<file path="src/rtl/decode_stage_pkg.sv">
// ---------------------------------------------------------------------------
// decode_stage_pkg
// Shared constants for the TinyRisc-V decode stage: ALU operation codes,
// operand/next-PC selects, CSR operation codes, RV32 opcodes and the packed
// decoded-instruction bundle carried from decode to execute.
// ---------------------------------------------------------------------------
package decode_stage_pkg;

    // ALU operations
    localparam int ALU_OP_WIDTH = 5;
    localparam logic [ALU_OP_WIDTH-1:0] ALU_OP_NONE   = 5'd0;
    localparam logic [ALU_OP_WIDTH-1:0] ALU_OP_ADD    = 5'd1;
    localparam logic [ALU_OP_WIDTH-1:0] ALU_OP_SUB    = 5'd2;
    localparam logic [ALU_OP_WIDTH-1:0] ALU_OP_SLL    = 5'd3;
    localparam logic [ALU_OP_WIDTH-1:0] ALU_OP_SLT    = 5'd4;
    localparam logic [ALU_OP_WIDTH-1:0] ALU_OP_SLTU   = 5'd5;
    localparam logic [ALU_OP_WIDTH-1:0] ALU_OP_XOR    = 5'd6;
    localparam logic [ALU_OP_WIDTH-1:0] ALU_OP_SRL    = 5'd7;
    localparam logic [ALU_OP_WIDTH-1:0] ALU_OP_SRA    = 5'd8;
    localparam logic [ALU_OP_WIDTH-1:0] ALU_OP_OR     = 5'd9;
    localparam logic [ALU_OP_WIDTH-1:0] ALU_OP_AND    = 5'd10;
    localparam logic [ALU_OP_WIDTH-1:0] ALU_OP_SEQ    = 5'd11;
    localparam logic [ALU_OP_WIDTH-1:0] ALU_OP_SNE    = 5'd12;
    localparam logic [ALU_OP_WIDTH-1:0] ALU_OP_SGE    = 5'd13;
    localparam logic [ALU_OP_WIDTH-1:0] ALU_OP_SGEU   = 5'd14;
    localparam logic [ALU_OP_WIDTH-1:0] ALU_OP_MUL    = 5'd15;
    localparam logic [ALU_OP_WIDTH-1:0] ALU_OP_MULH   = 5'd16;
    localparam logic [ALU_OP_WIDTH-1:0] ALU_OP_MULHSU = 5'd17;
    localparam logic [ALU_OP_WIDTH-1:0] ALU_OP_MULHU  = 5'd18;
    localparam logic [ALU_OP_WIDTH-1:0] ALU_OP_DIV    = 5'd19;
    localparam logic [ALU_OP_WIDTH-1:0] ALU_OP_DIVU   = 5'd20;
    localparam logic [ALU_OP_WIDTH-1:0] ALU_OP_REM    = 5'd21;
    localparam logic [ALU_OP_WIDTH-1:0] ALU_OP_REMU   = 5'd22;

    // Operand A select
    localparam int SEL_SRC_A_WIDTH = 2;
    localparam logic [SEL_SRC_A_WIDTH-1:0] SEL_SRC_A_REG  = 2'd0;
    localparam logic [SEL_SRC_A_WIDTH-1:0] SEL_SRC_A_PC   = 2'd1;
    localparam logic [SEL_SRC_A_WIDTH-1:0] SEL_SRC_A_ZERO = 2'd2;

    // Operand B select
    localparam int SEL_SRC_B_WIDTH = 2;
    localparam logic [SEL_SRC_B_WIDTH-1:0] SEL_SRC_B_REG  = 2'd0;
    localparam logic [SEL_SRC_B_WIDTH-1:0] SEL_SRC_B_IMM  = 2'd1;
    localparam logic [SEL_SRC_B_WIDTH-1:0] SEL_SRC_B_FOUR = 2'd2;

    // Next-PC select
    localparam int SEL_PC_WIDTH = 3;
    localparam logic [SEL_PC_WIDTH-1:0] SEL_PC_ADD4   = 3'd0;
    localparam logic [SEL_PC_WIDTH-1:0] SEL_PC_BRANCH = 3'd1;
    localparam logic [SEL_PC_WIDTH-1:0] SEL_PC_JAL    = 3'd2;
    localparam logic [SEL_PC_WIDTH-1:0] SEL_PC_JALR   = 3'd3;
    localparam logic [SEL_PC_WIDTH-1:0] SEL_PC_MTVEC  = 3'd4;
    localparam logic [SEL_PC_WIDTH-1:0] SEL_PC_MEPC   = 3'd5;

    // CSR operations
    localparam int CSR_OP_WIDTH = 4;
    localparam logic [CSR_OP_WIDTH-1:0] CSR_OP_NONE  = 4'd0;
    localparam logic [CSR_OP_WIDTH-1:0] CSR_OP_RW    = 4'd1;
    localparam logic [CSR_OP_WIDTH-1:0] CSR_OP_RS    = 4'd2;
    localparam logic [CSR_OP_WIDTH-1:0] CSR_OP_RC    = 4'd3;
    localparam logic [CSR_OP_WIDTH-1:0] CSR_OP_RWI   = 4'd4;
    localparam logic [CSR_OP_WIDTH-1:0] CSR_OP_RSI   = 4'd5;
    localparam logic [CSR_OP_WIDTH-1:0] CSR_OP_RCI   = 4'd6;
    localparam logic [CSR_OP_WIDTH-1:0] CSR_OP_ECALL = 4'd7;
    localparam logic [CSR_OP_WIDTH-1:0] CSR_OP_MRET  = 4'd8;

    localparam logic [11:0] CSR_ADDR_MCAUSE = 12'h342;

    localparam logic [31:0] CODE_ECALL = 32'h0000_0073;
    localparam logic [31:0] CODE_MRET  = 32'h3020_0073;

    // RV32 major opcodes
    localparam logic [6:0] OPC_LUI      = 7'b0110111;
    localparam logic [6:0] OPC_AUIPC    = 7'b0010111;
    localparam logic [6:0] OPC_JAL      = 7'b1101111;
    localparam logic [6:0] OPC_JALR     = 7'b1100111;
    localparam logic [6:0] OPC_BRANCH   = 7'b1100011;
    localparam logic [6:0] OPC_LOAD     = 7'b0000011;
    localparam logic [6:0] OPC_STORE    = 7'b0100011;
    localparam logic [6:0] OPC_OP_IMM   = 7'b0010011;
    localparam logic [6:0] OPC_OP       = 7'b0110011;
    localparam logic [6:0] OPC_MISC_MEM = 7'b0001111;
    localparam logic [6:0] OPC_SYSTEM   = 7'b1110011;

    typedef struct packed {
        logic [31:0]                pc;
        logic [31:0]                imm;
        logic [4:0]                 rs1;
        logic [4:0]                 rs2;
        logic [4:0]                 rd;
        logic [ALU_OP_WIDTH-1:0]    alu_op;
        logic [SEL_SRC_A_WIDTH-1:0] src_a;
        logic [SEL_SRC_B_WIDTH-1:0] src_b;
        logic [SEL_PC_WIDTH-1:0]    pc_sel;
        logic                       wb_reg;
        logic [11:0]                csr_addr;
        logic [CSR_OP_WIDTH-1:0]    csr_op;
        logic                       csr_wb;
        logic                       illegal;
    } decode_bundle_t;

    localparam int BUNDLE_W = $bits(decode_bundle_t);

    // Register-register / register-immediate ALU op chosen by funct3 alone.
    // Shift-right comes back as SRL; callers refine it to SRA from funct7.
    function automatic logic [ALU_OP_WIDTH-1:0] base_alu_op(input logic [2:0] f3);
        logic [ALU_OP_WIDTH-1:0] op;
        case (f3)
            3'b000:  op = ALU_OP_ADD;
            3'b001:  op = ALU_OP_SLL;
            3'b010:  op = ALU_OP_SLT;
            3'b011:  op = ALU_OP_SLTU;
            3'b100:  op = ALU_OP_XOR;
            3'b101:  op = ALU_OP_SRL;
            3'b110:  op = ALU_OP_OR;
            default: op = ALU_OP_AND;
        endcase
        return op;
    endfunction

endpackage

</file>
<file path="src/rtl/decode_logic.sv">
// ---------------------------------------------------------------------------
// decode_logic
// Purely combinational RV32I (+ optional RV32M) decoder.
//   code    in  32  instruction word
//   pc      in  32  instruction PC (copied into the bundle)
//   bundle  out BUNDLE_W  packed decode_bundle_t
// Parameter ENABLE_M: nonzero decodes MUL..REMU, zero makes them illegal.
// ---------------------------------------------------------------------------
module decode_logic
    import decode_stage_pkg::*;
#(
    parameter int ENABLE_M = 0
) (
    input  logic [31:0]         code,
    input  logic [31:0]         pc,
    output logic [BUNDLE_W-1:0] bundle
);

    logic [6:0]  opcode;
    logic [4:0]  rd_f;
    logic [2:0]  f3;
    logic [4:0]  rs1_f;
    logic [4:0]  rs2_f;
    logic [6:0]  f7;
    logic [31:0] imm_i, imm_s, imm_b, imm_u, imm_j, imm_shamt, imm_zimm;

    assign opcode = code[6:0];
    assign rd_f   = code[11:7];
    assign f3     = code[14:12];
    assign rs1_f  = code[19:15];
    assign rs2_f  = code[24:20];
    assign f7     = code[31:25];

    assign imm_i     = {{20{code[31]}}, code[31:20]};
    assign imm_s     = {{20{code[31]}}, code[31:25], code[11:7]};
    assign imm_b     = {{19{code[31]}}, code[31], code[7], code[30:25], code[11:8], 1'b0};
    assign imm_u     = {code[31:12], 12'b0};
    assign imm_j     = {{11{code[31]}}, code[31], code[19:12], code[20], code[30:21], 1'b0};
    assign imm_shamt = {27'b0, code[24:20]};
    assign imm_zimm  = {27'b0, code[19:15]};

    decode_bundle_t d;
    logic           ill;

    always_comb begin
        d        = '0;
        d.pc     = pc;
        ill      = 1'b0;

        case (opcode)
            OPC_LUI: begin
                d.rd     = rd_f;
                d.imm    = imm_u;
                d.alu_op = ALU_OP_ADD;
                d.src_a  = SEL_SRC_A_ZERO;
                d.src_b  = SEL_SRC_B_IMM;
                d.wb_reg = (rd_f != 5'd0);
            end
            OPC_AUIPC: begin
                d.rd     = rd_f;
                d.imm    = imm_u;
                d.alu_op = ALU_OP_ADD;
                d.src_a  = SEL_SRC_A_PC;
                d.src_b  = SEL_SRC_B_IMM;
                d.wb_reg = (rd_f != 5'd0);
            end
            OPC_JAL: begin
                // ALU produces the link value pc+4; target uses imm.
                d.rd     = rd_f;
                d.imm    = imm_j;
                d.alu_op = ALU_OP_ADD;
                d.src_a  = SEL_SRC_A_PC;
                d.src_b  = SEL_SRC_B_FOUR;
                d.pc_sel = SEL_PC_JAL;
                d.wb_reg = (rd_f != 5'd0);
            end
            OPC_JALR: begin
                ill      = (f3 != 3'b000);
                d.rd     = rd_f;
                d.rs1    = rs1_f;
                d.imm    = imm_i;
                d.alu_op = ALU_OP_ADD;
                d.src_a  = SEL_SRC_A_PC;
                d.src_b  = SEL_SRC_B_FOUR;
                d.pc_sel = SEL_PC_JALR;
                d.wb_reg = (rd_f != 5'd0);
            end
            OPC_BRANCH: begin
                d.rs1    = rs1_f;
                d.rs2    = rs2_f;
                d.imm    = imm_b;
                d.pc_sel = SEL_PC_BRANCH;
                case (f3)
                    3'b000:  d.alu_op = ALU_OP_SEQ;
                    3'b001:  d.alu_op = ALU_OP_SNE;
                    3'b100:  d.alu_op = ALU_OP_SLT;
                    3'b101:  d.alu_op = ALU_OP_SGE;
                    3'b110:  d.alu_op = ALU_OP_SLTU;
                    3'b111:  d.alu_op = ALU_OP_SGEU;
                    default: ill      = 1'b1;
                endcase
            end
            OPC_LOAD: begin
                // ALU forms the effective address; the access width is
                // recovered downstream from funct3.
                ill      = (f3 == 3'b011) || (f3 == 3'b110) || (f3 == 3'b111);
                d.rd     = rd_f;
                d.rs1    = rs1_f;
                d.imm    = imm_i;
                d.alu_op = ALU_OP_ADD;
                d.src_b  = SEL_SRC_B_IMM;
                d.wb_reg = (rd_f != 5'd0);
            end
            OPC_STORE: begin
                ill      = (f3[2] == 1'b1) || (f3 == 3'b011);
                d.rs1    = rs1_f;
                d.rs2    = rs2_f;
                d.imm    = imm_s;
                d.alu_op = ALU_OP_ADD;
                d.src_b  = SEL_SRC_B_IMM;
            end
            OPC_OP_IMM: begin
                d.rd     = rd_f;
                d.rs1    = rs1_f;
                d.src_b  = SEL_SRC_B_IMM;
                d.wb_reg = (rd_f != 5'd0);
                d.alu_op = base_alu_op(f3);
                if (f3 == 3'b001 || f3 == 3'b101) begin
                    d.imm = imm_shamt;
                    if (f7 == 7'b0100000 && f3 == 3'b101) begin
                        d.alu_op = ALU_OP_SRA;
                    end else if (f7 != 7'b0000000) begin
                        ill = 1'b1;
                    end
                end else begin
                    d.imm = imm_i;
                end
            end
            OPC_OP: begin
                d.rd     = rd_f;
                d.rs1    = rs1_f;
                d.rs2    = rs2_f;
                d.wb_reg = (rd_f != 5'd0);
                if (f7 == 7'b0000000) begin
                    d.alu_op = base_alu_op(f3);
                end else if (f7 == 7'b0100000) begin
                    case (f3)
                        3'b000:  d.alu_op = ALU_OP_SUB;
                        3'b101:  d.alu_op = ALU_OP_SRA;
                        default: ill      = 1'b1;
                    endcase
                end else if (f7 == 7'b0000001 && ENABLE_M != 0) begin
                    case (f3)
                        3'b000:  d.alu_op = ALU_OP_MUL;
                        3'b001:  d.alu_op = ALU_OP_MULH;
                        3'b010:  d.alu_op = ALU_OP_MULHSU;
                        3'b011:  d.alu_op = ALU_OP_MULHU;
                        3'b100:  d.alu_op = ALU_OP_DIV;
                        3'b101:  d.alu_op = ALU_OP_DIVU;
                        3'b110:  d.alu_op = ALU_OP_REM;
                        default: d.alu_op = ALU_OP_REMU;
                    endcase
                end else begin
                    ill = 1'b1;
                end
            end
            OPC_MISC_MEM: begin
                // FENCE on an in-order single-hart core is a no-op.
            end
            OPC_SYSTEM: begin
                if (f3 == 3'b000) begin
                    if (code == CODE_ECALL) begin
                        d.csr_op   = CSR_OP_ECALL;
                        d.csr_addr = CSR_ADDR_MCAUSE;
                        d.csr_wb   = 1'b1;
                        d.pc_sel   = SEL_PC_MTVEC;
                    end else if (code == CODE_MRET) begin
                        d.csr_op   = CSR_OP_MRET;
                        d.pc_sel   = SEL_PC_MEPC;
                    end else begin
                        ill = 1'b1;
                    end
                end else if (f3 == 3'b100) begin
                    ill = 1'b1;
                end else begin
                    d.csr_addr = code[31:20];
                    d.rd       = rd_f;
                    d.wb_reg   = (rd_f != 5'd0);
                    // Set/clear with a zero mask must not write the CSR.
                    d.csr_wb   = (f3[1:0] == 2'b01) || (rs1_f != 5'd0);
                    if (f3[2]) begin
                        d.imm = imm_zimm;
                    end else begin
                        d.rs1 = rs1_f;
                    end
                    case (f3)
                        3'b001:  d.csr_op = CSR_OP_RW;
                        3'b010:  d.csr_op = CSR_OP_RS;
                        3'b011:  d.csr_op = CSR_OP_RC;
                        3'b101:  d.csr_op = CSR_OP_RWI;
                        3'b110:  d.csr_op = CSR_OP_RSI;
                        default: d.csr_op = CSR_OP_RCI;
                    endcase
                end
            end
            default: ill = 1'b1;
        endcase

        // An illegal instruction carries only its PC and the flag, so
        // execute sees no side effects and can raise the trap cleanly.
        if (ill) begin
            d         = '0;
            d.pc      = pc;
            d.illegal = 1'b1;
        end
    end

    assign bundle = d;

endmodule

</file>
<file path="src/rtl/decode_stage.sv">
// ---------------------------------------------------------------------------
// decode_stage
// Registered, flow-controlled decode stage between fetch and execute.
// Instructions are decoded combinationally on entry and stored in a
// DEPTH-entry circular queue whose head drives the out_* ports.
//   clk, rst_n             clock / asynchronous active-low reset
//   flush                  redirect: empties the queue, drops same-cycle input
//   in_valid/in_ready      fetch handshake; in_code, in_pc payload
//   out_valid/out_ready    execute handshake on the queue head
//   out_pc..out_illegal    decoded fields of the head entry (0 when empty)
// Parameters: DEPTH (power of two, >= 2), ENABLE_M (RV32M decode).
// ---------------------------------------------------------------------------
module decode_stage
    import decode_stage_pkg::*;
#(
    parameter int DEPTH    = 2,
    parameter int ENABLE_M = 0
) (
    input  logic                       clk,
    input  logic                       rst_n,
    input  logic                       flush,
    input  logic                       in_valid,
    output logic                       in_ready,
    input  logic [31:0]                in_code,
    input  logic [31:0]                in_pc,
    output logic                       out_valid,
    input  logic                       out_ready,
    output logic [31:0]                out_pc,
    output logic [31:0]                out_imm,
    output logic [4:0]                 out_rs1,
    output logic [4:0]                 out_rs2,
    output logic [4:0]                 out_rd,
    output logic [ALU_OP_WIDTH-1:0]    out_alu_op,
    output logic [SEL_SRC_A_WIDTH-1:0] out_src_a,
    output logic [SEL_SRC_B_WIDTH-1:0] out_src_b,
    output logic [SEL_PC_WIDTH-1:0]    out_pc_sel,
    output logic                       out_wb_reg,
    output logic [11:0]                out_csr_addr,
    output logic [CSR_OP_WIDTH-1:0]    out_csr_op,
    output logic                       out_csr_wb,
    output logic                       out_illegal
);

    localparam int PTR_W = $clog2(DEPTH);
    localparam int CNT_W = PTR_W + 1;
    localparam logic [CNT_W-1:0] CNT_FULL = CNT_W'(DEPTH);

    // ---- stage p0: combinational decode of the offered instruction ----
    logic [BUNDLE_W-1:0] dec_bits_p0;
    decode_bundle_t      dec_p0;

    decode_logic #(
        .ENABLE_M (ENABLE_M)
    ) u_decode_logic (
        .code   (in_code),
        .pc     (in_pc),
        .bundle (dec_bits_p0)
    );

    assign dec_p0 = dec_bits_p0;

    // ---- stage p1: decoded-bundle queue ----
    decode_bundle_t   fifo_p1 [DEPTH];
    decode_bundle_t   head_p1;
    logic [PTR_W-1:0] wr_ptr;
    logic [PTR_W-1:0] rd_ptr;
    logic [CNT_W-1:0] count;
    logic             vld_p1;
    logic             push;
    logic             pop;

    assign vld_p1   = (count != '0);
    // Full queue still accepts when the head leaves in the same cycle.
    assign in_ready = (count != CNT_FULL) || out_ready;
    assign push     = in_valid && in_ready && !flush;
    assign pop      = vld_p1 && out_ready;

    // Pointers wrap naturally because DEPTH is a power of two.
    always_ff @(posedge clk or negedge rst_n) begin
        if (!rst_n) begin
            wr_ptr <= '0;
            rd_ptr <= '0;
            count  <= '0;
        end else if (flush) begin
            wr_ptr <= '0;
            rd_ptr <= '0;
            count  <= '0;
        end else begin
            if (push) begin
                wr_ptr <= wr_ptr + 1'b1;
            end
            if (pop) begin
                rd_ptr <= rd_ptr + 1'b1;
            end
            case ({push, pop})
                2'b10:   count <= count + 1'b1;
                2'b01:   count <= count - 1'b1;
                default: count <= count;
            endcase
        end
    end

    always_ff @(posedge clk or negedge rst_n) begin
        if (!rst_n) begin
            for (int i = 0; i < DEPTH; i++) begin
                fifo_p1[i] <= '0;
            end
        end else if (push) begin
            fifo_p1[wr_ptr] <= dec_p0;
        end
    end

    assign head_p1 = vld_p1 ? fifo_p1[rd_ptr] : '0;

    assign out_valid    = vld_p1;
    assign out_pc       = head_p1.pc;
    assign out_imm      = head_p1.imm;
    assign out_rs1      = head_p1.rs1;
    assign out_rs2      = head_p1.rs2;
    assign out_rd       = head_p1.rd;
    assign out_alu_op   = head_p1.alu_op;
    assign out_src_a    = head_p1.src_a;
    assign out_src_b    = head_p1.src_b;
    assign out_pc_sel   = head_p1.pc_sel;
    assign out_wb_reg   = head_p1.wb_reg;
    assign out_csr_addr = head_p1.csr_addr;
    assign out_csr_op   = head_p1.csr_op;
    assign out_csr_wb   = head_p1.csr_wb;
    assign out_illegal  = head_p1.illegal;

endmodule

</file>
<file path="config.mk">
export PLATFORM = sky130hd
export DESIGN_NAME = decode_stage
export DESIGN_NICKNAME = d
export VERILOG_FILES = /design/src/rtl/decode_stage_pkg.sv /design/src/rtl/decode_logic.sv /design/src/rtl/decode_stage.sv
export SDC_FILE = /design/constraint.sdc
export NUM_CORES = 1
export LEC_CHECK = 0
export ABC_AREA = 0
export BUFFER_PORTS_ARGS = -buffer_cell sky130_fd_sc_hd__buf_2
export CELL_PAD_IN_SITES_DETAIL_PLACEMENT = 0
export CELL_PAD_IN_SITES_GLOBAL_PLACEMENT = 1
export CORE_MARGIN = 1
export CORE_UTILIZATION = 44
export DETAILED_ROUTE_END_ITERATION = 10
export PLACE_DENSITY_LB_ADDON = 0.1
export SYNTH_ARGS = -nofsm -noshare
export SYNTH_HDL_FRONTEND = slang
export SYNTH_SLANG_ARGS = --single-unit
</file>
<file path="constraint.sdc">
create_clock -name clk -period 2.8 [get_ports clk]
set_input_delay 0.56 -clock clk [delete_from_list [all_inputs] [get_ports clk]]
set_output_delay 0.56 -clock clk [all_outputs]
set_load 0.005 [all_outputs]
</file>
* Word level (Yosys, flattened, before mapping)
Cells that the tools add are included.
** Operators by class
- Reductions and logical operators :: 34
- Bitwise gates (word level) :: 2
- Muxes and demuxes :: 61
- Add/sub/neg operators :: 4
- $lt $le $gt $ge :: 3
- Equality and inequality tests :: 25
** Operator list (number)
- $mux 110 :: 5
- $pmux 32 s7 :: 1
- $bwmux 220 :: 1
- $demux 110 s1 :: 1
- $mux 78 :: 1
- $mux 37 :: 2
- $mux 5 :: 8
- $mux 17 :: 2
- $eq 32x30->1 const B :: 1
- $eq 32x7->1 const B :: 1
- $mux 32 :: 1
- $eq 7x6->1 const B :: 4
- $eq 7x7->1 const B :: 4
- $pmux 4 s7 :: 1
- $pmux 4 s6 :: 1
- $pmux 5 s2 :: 2
- $pmux 5 s4 :: 1
- $mux 18 :: 1
- $reduce_or 6->1 :: 3
- $mux 1 :: 17
- $pmux 3 s5 :: 1
- $eq 7x5->1 const B :: 2
- $eq 3x3->1 const B :: 4
- $mux 4 :: 3
- 35 further kinds :: 61
** Word-level totals
- Logic and storage cells :: 160
- Output and inout port bits :: 112
- Flip-flop bits (word level) :: 224
- Input port bits :: 69

* Logic depth before layout (Yosys ltp)
Gate-level depths: netlist (run 1).
- Word-level depth :: 8
- Gate-level depth with buffers :: 8
- Mapped depth without buffers :: 5

* By module
From an unflattened synthesis (run 1), not the netlist that was laid out.
** Second synthesis, totals
- Cell total of the unflattened synthesis :: 1053
- Area total of the unflattened synthesis :: 12428.2 µm²
** By module, submodules not included
- decode_stage :: times used 1, area each 10526.3 µm², cells each 736, sequential area each 5605.4 µm²
- decode_logic :: times used 1, area each 1901.8 µm², cells each 317, sequential area each 0.0 µm²

* Worst setup path before layout (run 1)
OpenSTA, ideal clock, no wires.
- Path type :: input to register
- Start point :: input port in_code[3]
- End point :: register fifo_p1[51] (netlist name)
- Data required time :: 2678 ps
- Arrival :: 2226 ps
- Slack :: 452 ps
- Stages :: 8
- Setup time :: 122 ps
- Path buffers :: 3
- Cells stage by stage :: buf_6 > nand4bb_4 > or4_4 > o311a_4 > and4_4 > buf_6 > buf_6 > a32o_1
** On the way
- Word-level cells in the longest chain between the ends :: 7
- Elaborated cells between the ends (all ways) :: 23
- Those cells by class :: eq/ne (13); mux (7); reduce/logical (3)
** Ends and longest elaborated chain
- start, declared :: RTL line decode_stage.sv:24 : input logic [31:0] in_code,
- $eq 32x30->1 :: RTL line decode_logic.sv:177 : end else if (code == CODE_MRET) begin
- $mux 1 :: RTL line decode_logic.sv:177
- $mux 1 :: RTL line decode_logic.sv:172 : if (code == CODE_ECALL) begin
- $mux 1 :: RTL line decode_logic.sv:171 : if (f3 == 3'b000) begin
- $pmux 1 s8 :: RTL line decode_logic.sv:50 : case (opcode)
- $mux 78 (*) :: RTL line decode_logic.sv:211 : if (ill) begin
- $bwmux 220 (*) :: RTL line decode_stage.sv:109 : fifo_p1[wr_ptr] <= dec_p0;
- end signal, assigned by index :: RTL line decode_stage.sv:109
- end, declared :: RTL line decode_stage.sv:63 : decode_bundle_t fifo_p1 [DEPTH];
Every way passes the cells marked *; elsewhere a longest branch is shown, timed or not.
A chain may end at the register's enable or synchronous reset.

* Worst setup path after layout (run 1)
- Start point :: register rd_ptr
- End point :: output port out_src_b[0]
** On the way
- Word-level cells in the longest chain between the ends :: 5
** Ends and longest elaborated chain
- start, declared :: RTL line decode_stage.sv:66 : logic [PTR_W-1:0] rd_ptr;
- start signal, assigned :: RTL line decode_stage.sv:93 : rd_ptr <= rd_ptr + 1'b1;
- $not 1->2 (implied by the code) :: RTL line decode_stage.sv:113 : assign head_p1 = vld_p1 ? fifo_p1[rd_ptr] : '0;
- $mux 110 (implied by the code) (3 in series) :: RTL line decode_stage.sv:113
- $mux 110 :: RTL line decode_stage.sv:113
- end, declared :: RTL line decode_stage.sv:35 : output logic [SEL_SRC_B_WIDTH-1:0] out_src_b,
No other way between the ends. The select of a mux whose other input is x is not followed.

==> results of run 1 <==
[worst max-delay path by stage]
stage	from	end	slack (ns)	cells past startpoint
2_1_floorplan	in_code[3]	fifo_p1[51]	0.45	8
3_3_place_gp	in_code[26]	fifo_p1[113]	0.07	6
3_5_place_dp	in_code[26]	fifo_p1[113]	0.06	6
4_1_cts	rd_ptr	out_imm[11]	0.14	4
5_1_grt	rd_ptr	out_pc_sel[2]	0.10	4
6_report	rd_ptr	out_src_b[0]	0.16	4
[critical path: cells and delay by family (launching register included)]
kind	cells	cell delay, ns
flops	1	0.63
buf+inv	2	0.41
mux	1	0.41
simple gates	1	0.08
[metrics by stage]
stage	std cells	power [W]	hold WS, ns
2_1_floorplan	1289	0.00440	0.264
3_3_place_gp	1760	0.00490	0.457
3_5_place_dp	1760	0.00492	0.462
4_1_cts	1808	0.00818	0.0534
5_1_grt	1808	0.00846	0.0593
6_report	1808	0.00809	0.0222
[logic make-up after synthesis]
kind of cell / synth area share, %
multiplexers: 9.93
buffers and inverters: 4.64
XOR/XNOR: 0.301
AND/OR/NAND/NOR: 22.1
flip-flops: 47.7
other: 0.0322
AO/OA/AOI/OAI: 15.2
[metal layers]
layer | GRT usage (%) | vias to the layer above
met5 | 0 | -
li1 | - | 4776
met4 | 8.63 | 0
met1 | 36.2 | 4823
met2 | 39.6 | 266
met3 | 3.21 | 57
[cell usage after synthesis, types with 3 or more instances]
cell      number
nand2_1      377
dfrtp_1      222
nor2_1       132
mux2i_1      111
o31ai_1       78
clkbuf_1      65
o21ai_0       37
a21oi_1       29
buf_2         21
nand3_1       19
o31ai_2       15
a32o_1        12
nor2b_1       12
a22o_1        10
buf_1         10
buf_6          9
inv_1          8
nand2b_1       8
a31oi_1        6
nor3_1         6
o41ai_1        6
a221oi_1       5
a211oi_1       4
and3b_1        4
mux2_2         4
nand4_1        4
xor2_1         4
a21o_1         3
a22oi_1        3
buf_4          3
or3_1          3
or4_1          3
[registers in the layout (all words and copies together) (netlist names)]
signal and cells:
count 2, fifo_p1 218, rd_ptr 1, wr_ptr 1
[layout make-up]
| class | instances | area [µm²] |
|---|---|---|
| sequential | 222 | 5560 |
| clock buffer | 44 | 800 |
| inverter | 8 | 30.0 |
| fill | 2521 | 12000 |
| timing repair buffer | 244 | 1580 |
| multi-input combinational | 951 | 5570 |
| clock inverter | 4 | 26.3 |
| tap | 335 | 419 |
[where the power goes]
part / switching [W] / internal, W / leakage, nW
registers: 0.000160 / 0.00350 / 2.98
logic: 0.000731 / 0.000464 / 3.13
clock network: 0.00130 / 0.00193 / 0.401
total: 0.00219 / 0.00590 / 6.52
==> run summary, run 1 <==
Status: complete, no violations
Commonest non-fill, non-tap cell in the layout: nand2_1
Die Y: 165 µm
Synth Flop Type: dfrtp_1
Final period util: 94.1%
Antenna Violating Nets Remaining: 0
Pwr/cell area: 579 nW/µm²
Worst Clk Skew: 0.0119 ns
Post-CTS sizing: 0
Htree depth: 1
Slew headroom: 38.1%
First-pass DRT Iterations: 6
Crit. End Element: output port
FF-to-FF path depth: 6
Number of remaining DRC errors: 0
Postcts setup bufs: 0
DIE AREA: 27100 µm²
Largest net degree at the start of global routing: 79
Max Freq: 379 MHz
CP Class: flip-flop to output port
Max layer used: met4
Final Slew Violations: 0
Io pins: 181
Syn Area/Cell: 9.03 µm²
Reg-to-Reg End: fifo_p1[142]
Min Tclk post-route: 2.64 ns
Via count: 9922
Warning count from the yosys run: 0
Max FO, Critical Path: 26
Number of global-route vias before repair: 9526
Dpl ws: 0.0562 ns
CP max stage delay: 0.63 ns
Max Root-Sink Buffers: 3
Area growth, synth to finish: 20.1%
Endpoints failing hold: 0
Core Region: 26000 µm²
Ranking of synthesized cells by area: dfrtp_1 48%, nand2_1 12%, mux2i_1 9.5%, o31ai_1 5.0%, nor2_1 4.3%
Total wire length: 34.2 mm
Post-synth EDFFs: 0
Met3 WL post-DR: 1.65 mm
# rows: 59
Critical path required time: 2.24 ns
Synth unique cells: 74
Via-to-Cell Ratio: 5.49
Critical Path, Cell by Cell: buf_12 > mux2i_1 > nor2_1 > buf_2
Hold crit path type: input port to asynchronous set/reset pin
Net Count, Synth: 1358
Cell count after synthesis: 1289
Slowest CP cell: dfrtp_4
Leakage: 6.52 nW
Setup Viol. Count Final: 0
Met2 wire len: 15.6 mm
Crit path DAT: 2.08 ns
TNS Setup: 0 ns
Async set-reset flop share out of synthesis: 100%
Final worst slack: 0.164 ns
Synth top area share: 47.7%
RSZ-0062 raised after global routing: false
Sequential cell area fraction in the yosys report: 47.7%
Final core occ: 53.8%
Clock Latency Late Sink: 0.52 ns
NumNets Final: 1522
Synth area leader: dfrtp_1
R2R Path Start: count[0]
Post-DP HPWL: 23.7 mm
Total GRT Usage: 25.3%
Initial antenna violation count: 0
IO buf count: 179
Reg clk slew, reported paths: 0.06 ns
Max cap viols: 0
First-pass GRT wire length: 53.3 mm
Iteration-0 DRC Markers: 749
CTS Sinks: 222
Initial Util: 44.8%
Remaining global-route overflow: 0
CTS tree: built
Final non-filler cell area: 14000 µm²
R2R Setup Slk: 0.55 ns
VDD IR max: 0.000429 V
Routability cong.: 0.934
Slew @ Worst Pin: 0.923 ns
Post-Syn Area: 11600 µm²
DRT met1 WL: 16.0 mm
#FFs+latches synth: 222
Routed len/inst: 18.9 µm
Share of layout cells above drive strength 1: 22.1%
Post-DP Area: 13200 µm²
CTS Buf Count: 26
Most frequent cells in the layout: 377 x nand2_1, 221 x dfrtp_1, 178 x buf_2
Inserted Diodes: 0
Chip width: 165 µm
Crit start category: flip-flop
Clk root buf: clkbuf_16
CTS hold repair buffers: 0
Power figures use the tool's default switching activity.
==> inputs of run 2 (changes only) <==
==> constraint.sdc (replaced) <==
create_clock -name clk -period 2.8 [get_ports clk]
set_input_delay 0.42 -clock clk [delete_from_list [all_inputs] [get_ports clk]]
set_output_delay 0.42 -clock clk [all_outputs]
set_load 0.005 [all_outputs]
==> run 2 against run 1 <==
Design area shrank 0.27%. Clock-buffer cell count shrank 6. Register-to-register slack gained 0.07 ns. Critical endpoint unchanged. Flip-flop and latch count is the same. Critical path depth is the same. Highest routed layer is now met5. Setup slack gained 0.25 ns. Hold slack gained 0.076 ns. Critical path type unchanged. Global-route usage shrank 0.13 points. Sequential power is essentially flat. Cell count shrank 0.88%. Via count shrank 0.34%. Sequential share of layout area grew 0.11 points.
==> run summary, run 2 (synthesis results as in run 1) <==
Status: complete, no violations
Iteration-0 DRC Markers: 753 (+0.53%)
TNS Setup: 0 ns (unchanged)
Max Root-Sink Buffers: 3 (unchanged)
Hold crit path type: input port to flip-flop
Number of remaining DRC errors: 0 (unchanged)
Leakage: 6.49 nW (-0.40%)
Io pins: 181 (unchanged)
Final core occ: 53.7% (-0.14 points)
Postcts setup bufs: 0 (unchanged)
Critical path required time: 2.38 ns (+0.14 ns)
Crit start category: flip-flop
Endpoints failing hold: 0 (unchanged)
Crit path DAT: 1.97 ns (-0.11 ns)
Post-DP Area: 13000 µm² (-1.1%)
NumNets Final: 1507 (-0.99%)
Final Slew Violations: 0 (unchanged)
Placed cell count: 1744 (-0.91%)
Largest net degree at the start of global routing: 63 (-20%)
VDD IR max: 0.000404 V (-5.8%)
Initial Util: 44.8% (unchanged)
Core Region: 26000 µm² (unchanged)
Inserted Diodes: 0 (unchanged)
Most frequent cells in the layout: 377 x nand2_1, 221 x dfrtp_1, 178 x buf_2
Routability cong.: 0.906 (-3.0%)
Max reg flops: 218 (unchanged)
Htree depth: 1 (unchanged)
Commonest non-fill, non-tap cell in the layout: nand2_1
Crit. End Element: output port
Slew headroom: 60.7% (+23 points)
Via count: 9888 (-0.34%)
Slew @ Worst Pin: 0.584 ns (-0.340 ns)
Total wire length: 34.0 mm (-0.40%)
Total GRT Usage: 25.2% (-0.13 points)
# rows: 59 (unchanged)
Number of global-route vias before repair: 9282 (-2.6%)
Regs by FF count: fifo_p1: 218 flops, count: 2 flops
Setup Viol. Count Final: 0 (unchanged)
First-pass GRT wire length: 53.0 mm (-0.58%)
Biggest register: fifo_p1
Antenna Violating Nets Remaining: 0 (unchanged)
CP Class: flip-flop to output port
First-pass DRT Iterations: 7 (+1)
Clk root buf: clkbuf_16
CTS tree: built
CTS Buf Count: 26 (unchanged)
Max cap viols: 0 (unchanged)
Pwr/cell area: 602 nW/µm² (+4.1%)
Via-to-Cell Ratio: 5.52 (+0.55%)
Layout Cells excl Fill: 1792 (-0.88%)
Max Freq: 418 MHz (+10%)
Area growth, synth to finish: 19.8%
Critical Path, Cell by Cell: buf_12 > mux2i_1 > nor2_1 > buf_2
CTS Sinks: 222 (unchanged)
Clock Latency Late Sink: 0.53 ns (about the same)
Final non-filler cell area: 13900 µm² (-0.27%)
Slowest CP cell: dfrtp_4
CP max stage delay: 0.45 ns (-0.18 ns)
Final period util: 85.3% (-8.8 points)
Initial antenna violation count: 1 (+1)
Chip width: 165 µm (unchanged)
Worst Clk Skew: 0.00586 ns (-0.00603 ns)
Post-DP HPWL: 23.3 mm (-1.8%)
Remaining global-route overflow: 0 (unchanged)
Min Tclk post-route: 2.39 ns (-0.246 ns)
Routed len/inst: 19.0 µm (+0.49%)
Die Y: 165 µm (unchanged)
Reg clk slew, reported paths: 0.06 ns (about the same)
Share of layout cells above drive strength 1: 21.8% (-0.37 points)
RSZ-0062 raised after global routing: false
DIE AREA: 27100 µm² (unchanged)
IO buf count: 179 (unchanged)
Max FO, Critical Path: 51 (+96%)
Post-CTS sizing: 0 (unchanged)
-- run 2: cell type report --
| type | count | area [µm²] |
|---|---|---|
| fillers | 2447 | 12000 |
| repair buffers | 229 | 1450 |
| inverters | 8 | 30.0 |
| clock inverters | 9 | 126 |
| well taps | 335 | 419 |
| multi-input cells | 951 | 5570 |
| flip-flops and latches | 222 | 5560 |
| clock buffers | 38 | 797 |
-- run 2: where the power goes --
part	switching, W	internal [W]	leakage (nW)
clock	0.00134	0.00224	0.456
sequential	0.000149	0.00350	2.98
combinational	0.000730	0.000442	3.05
total	0.00222	0.00618	6.49
-- run 2: path summary, 6_finish.rpt --
kind / start / slack (ns) / cells past startpoint / to
max reg2reg: count[1] / 0.62 / 6 / fifo_p1[76]
min reg2reg: fifo_p1[18] / 0.47 / 2 / fifo_p1[18]
max in group asynchronous: rst_n / 1.56 / 3 / fifo_p1[43]
min in group asynchronous: rst_n / 0.43 / 2 / fifo_p1[81]
min: in_pc[31] / 0.1 / 3 / fifo_p1[219]
max: rd_ptr / 0.41 / 4 / out_src_b[0]
-- run 2: stage by stage --
| step | setup slack (ns) | hold WS [ns] | total power [W] |
|---|---|---|---|
| after floorplan | 0.592 | 0.124 | 0.00440 |
| after global placement | 0.264 | 0.432 | 0.00486 |
| after detailed placement | 0.192 | 0.437 | 0.00489 |
| after CTS | 0.396 | 0.0780 | 0.00850 |
| after global routing | 0.346 | 0.0894 | 0.00879 |
| final | 0.410 | 0.0986 | 0.00840 |
-- run 2: layer usage --
metal	track usage, %	part of all wire [%]	routed length (µm)
met1	36.3	46	15700
met4	5.59	1.6	553
met2	40.0	46	15800
met3	3.79	6.0	2050
met5	0	0.038	13
-- run 2: critical path: cells and delay by family, from the launching register on --
kind | cells | cell delay, ns
flip-flops | 1 | 0.45
buffers and inverters | 2 | 0.47
AND/OR/NAND/NOR | 1 | 0.08
multiplexers | 1 | 0.41
-- run 2: timing repair --
item | 4_1_cts | 5_1_grt
hold buffers | 1 | 0
endpoints found under the hold margin | 57 | 0
endpoints found under the setup margin | 0 | 0
==> inputs of run 3 (changes only) <==
CORE_UTILIZATION = 39   (was 44)
clock period = 2.1 ns   (was 2.8 ns; I/O delays follow)
==> run 3 against run 2 <==
The run now ends with setup timing left. First-iteration DRC count shrank 2.9%. Sequential share of layout area shrank 4.7 points. Register-to-register slack lost 0.46 ns. Via count grew 6.2%. Combinational power grew 77%. Flip-flop and latch count is the same. Largest cell class unchanged. Clock power grew 45%. Wire length grew 14%.
==> run summary, run 3 (synthesis results as in run 1) <==
Largest net degree at the start of global routing: 63 (unchanged)
Htree depth: 1 (unchanged)
Net Sw Power: 0.00321 W (+45%)
Max cap viols: 0 (unchanged)
Crit. End Element: output port
Core Region: 29000 µm² (+12%)
Share of layout cells above drive strength 1: 29.5% (+7.8 points)
Slowest CP cell: dfrtp_4
First-pass GRT wire length: 58.6 mm (+11%)
Setup Viol. Count Final: 62 (+62)
Max Root-Sink Buffers: 3 (unchanged)
Flop pwr share: 40.2% (-3.2 points)
Inserted Diodes: 0 (unchanged)
Total GRT Usage: 24.4% (-0.79 points)
Placed cell count: 1881 (+7.9%)
Endpoints failing hold: 0 (unchanged)
Via-to-Cell Ratio: 5.29 (-4.1%)
Int Power: 0.00892 W (+44%)
CTS tree: built
Status: complete, but fails checks
# rows: 62 (+5.1%)
Max FO, Critical Path: 27 (-47%)
Remaining global-route overflow: 0 (unchanged)
Failing checks: setup timing
Routed len/inst: 19.5 µm (+2.9%)
Hold crit path type: input port to flip-flop
Met1 usage: 35.7% (-0.61 points)
M2 GR Usage: 37.8% (-2.2 points)
CTS Sinks: 222 (unchanged)
Grt peak-use layer: met2
WP depth: 4 (unchanged)
CP max stage delay: 0.52 ns (+0.07 ns)
R2R Path Start: count[0]
DIE AREA: 30500 µm² (+13%)
Met3 Use GR: 2.92% (-0.88 points)
Number of remaining DRC errors: 0 (unchanged)
Hold WS: 0.0505 ns (-0.0481 ns)
Slew headroom: 63.9% (+3.2 points)
Area growth, synth to finish: 35.9%
Final Slew Violations: 0 (unchanged)
Crit start category: flip-flop
Reg-to-Reg End: fifo_p1[185]
Reg clk slew, reported paths: 0.06 ns (about the same)
Number of global-route vias before repair: 10100 (+8.9%)
Commonest non-fill, non-tap cell in the layout: nand2_1
Critical path required time: 1.78 ns (-0.60 ns)
CP top delay family: flip-flops
VDD IR max: 0.000556 V (+38%)
CTS Buf Count: 26 (unchanged)
FF-to-FF path depth: 7 (+1)
Fill count: 2717 (+11%)
Clock Latency Late Sink: 0.54 ns (about the same)
Max Freq: 459 MHz
Crit path DAT: 1.87 ns (-0.10 ns)
HP Start: flush
Total wire length: 38.7 mm (+14%)
Initial Util: 40.1% (-4.7 points)
Max reg flops: 218 (unchanged)
R2R Setup Slk: 0.16 ns (-0.46 ns)
Post-DP HPWL: 25.4 mm (+9.2%)
Min Tclk post-route: 2.18 ns
Chip width: 175 µm (+6.1%)
Final period util: 104%
Critical Path, Cell by Cell: buf_16 > mux2i_1 > nor2_2 > buf_2
Leakage: 7.34 nW (+13%)
Clock network power share: 42.8% (+0.2 points)
Combinational share of power: 17.0% (+3.0 points)
Final worst slack: -0.0802 ns (-0.491 ns)
Via count: 10500 (+6.2%)
IO buf count: 179 (unchanged)
Worst Clk Skew: 0.0171 ns (+0.0113 ns)
Layout Cells excl Fill: 1983 (+11%)
RSZ-0062 raised after global routing: true
Sw Share: 26.4% (+0.047 points)
Io pins: 181 (unchanged)
Most frequent cells in the layout: 377 x nand2_1, 221 x dfrtp_1, 177 x buf_2
Biggest register: fifo_p1
Regs by FF count: fifo_p1: 218 flops, count: 2 flops
Initial antenna violation count: 0 (-1)
Antenna Violating Nets Remaining: 0 (unchanged)
Buffers and inverters on the worst path: 2 (unchanged)
Crit path from: rd_ptr
Slew @ Worst Pin: 0.541 ns (-0.0423 ns)
Min-Delay Endpoint: wr_ptr
Clk root buf: clkbuf_16
Pwr/cell area: 767 nW/µm² (+27%)
First-pass DRT Iterations: 5 (-2)
NumNets Final: 1649 (+9.4%)
Routability cong.: 0.958 (+5.7%)
CP Class: flip-flop to output port
Hold Crit Depth: 2 (-1)
Die Y: 175 µm (+6.1%)
Iteration-0 DRC Markers: 731 (-2.9%)
[run 3: cell count changes in the layout (fill, tap and decap cells not counted), moves of 6 or more]
cell,previous run,this run
nor2_2,0,22
clkbuf_16,27,33
buf_6,0,7
buf_4,36,114
dlygate4sd3_1,1,33
buf_12,13,23
mux2i_1,111,95
nor2_1,131,105
mux2i_2,0,12
[run 3: power groups by stage]
stage / Clock [W] / Combinational (W) / Sequential, W
floorplan: 0 / 0.000985 / 0.00489
global placement: 0 / 0.00170 / 0.00494
detailed placement: 0 / 0.00172 / 0.00495
CTS: 0.00528 / 0.00190 / 0.00487
global route: 0.00545 / 0.00226 / 0.00493
finish: 0.00519 / 0.00207 / 0.00488
[run 3: stage by stage]
stage                     utilization, %  total power (W)  setup WS (ns)  area [µm²]  setup TNS (ns)
after floorplan                        -          0.00587       0.000494       11600               0
after global placement              47.7          0.00664         -0.191       13800          -14.21
after detailed placement            47.7          0.00667         -0.229       13800          -20.61
after CTS                           52.9           0.0121        -0.0735       15400           -1.43
after global routing                54.5           0.0126         -0.109       15800           -6.91
final                               54.5           0.0121        -0.0802       15800           -1.59
[run 3: worst max-delay path by stage]
| stage | slack, ns | endpoint |
|---|---|---|
| global placement | -0.19 | fifo_p1[141] |
| detailed placement | -0.23 | fifo_p1[184] |
| global route | -0.11 | out_pc[29] |
| floorplan | 0.0005 | fifo_p1[51] |
| finish | -0.08 | out_imm[31] |
| CTS | -0.07 | out_imm[31] |
[run 3: worst reg2reg max path, cell delays in order (launching register included)]
cell     delay [ns]
dfrtp_1        0.39
or3b_2         0.51
nand2_1        0.18
or3_4          0.25
buf_12         0.18
buf_12         0.18
nand2_1        0.08
o31ai_1        0.08
[run 3: layer usage]
layer  vias up  share of wire (%)
met5         -                  0
met4         0                2.1
met3        60                4.6
met2       263                 46
met1      5123                 47
li1       5052                  -
[run 3: repair_timing]
action                                  4_1_cts  5_1_grt
setup buffers                                 4        5
hold buffers                                 33        0
hold endpoints to repair                    121        0
endpoints found under the setup margin      108      110
pin swaps                                     0        6
resized for setup                            20       54
cloned                                        3       10
[run 3: layout make-up]
cell class / count / area (µm²) / area share (%)
multi-input combinational: 951 / 5750 / 36.3
clock inverter: 10 / 211 / 1.34
inverter: 8 / 30.0 / 0.190
sequential: 222 / 5560 / 35.1
timing repair buffer: 371 / 3000 / 19.0
clock buffer: 37 / 792 / 5.01
tap: 384 / 480 / 3.04
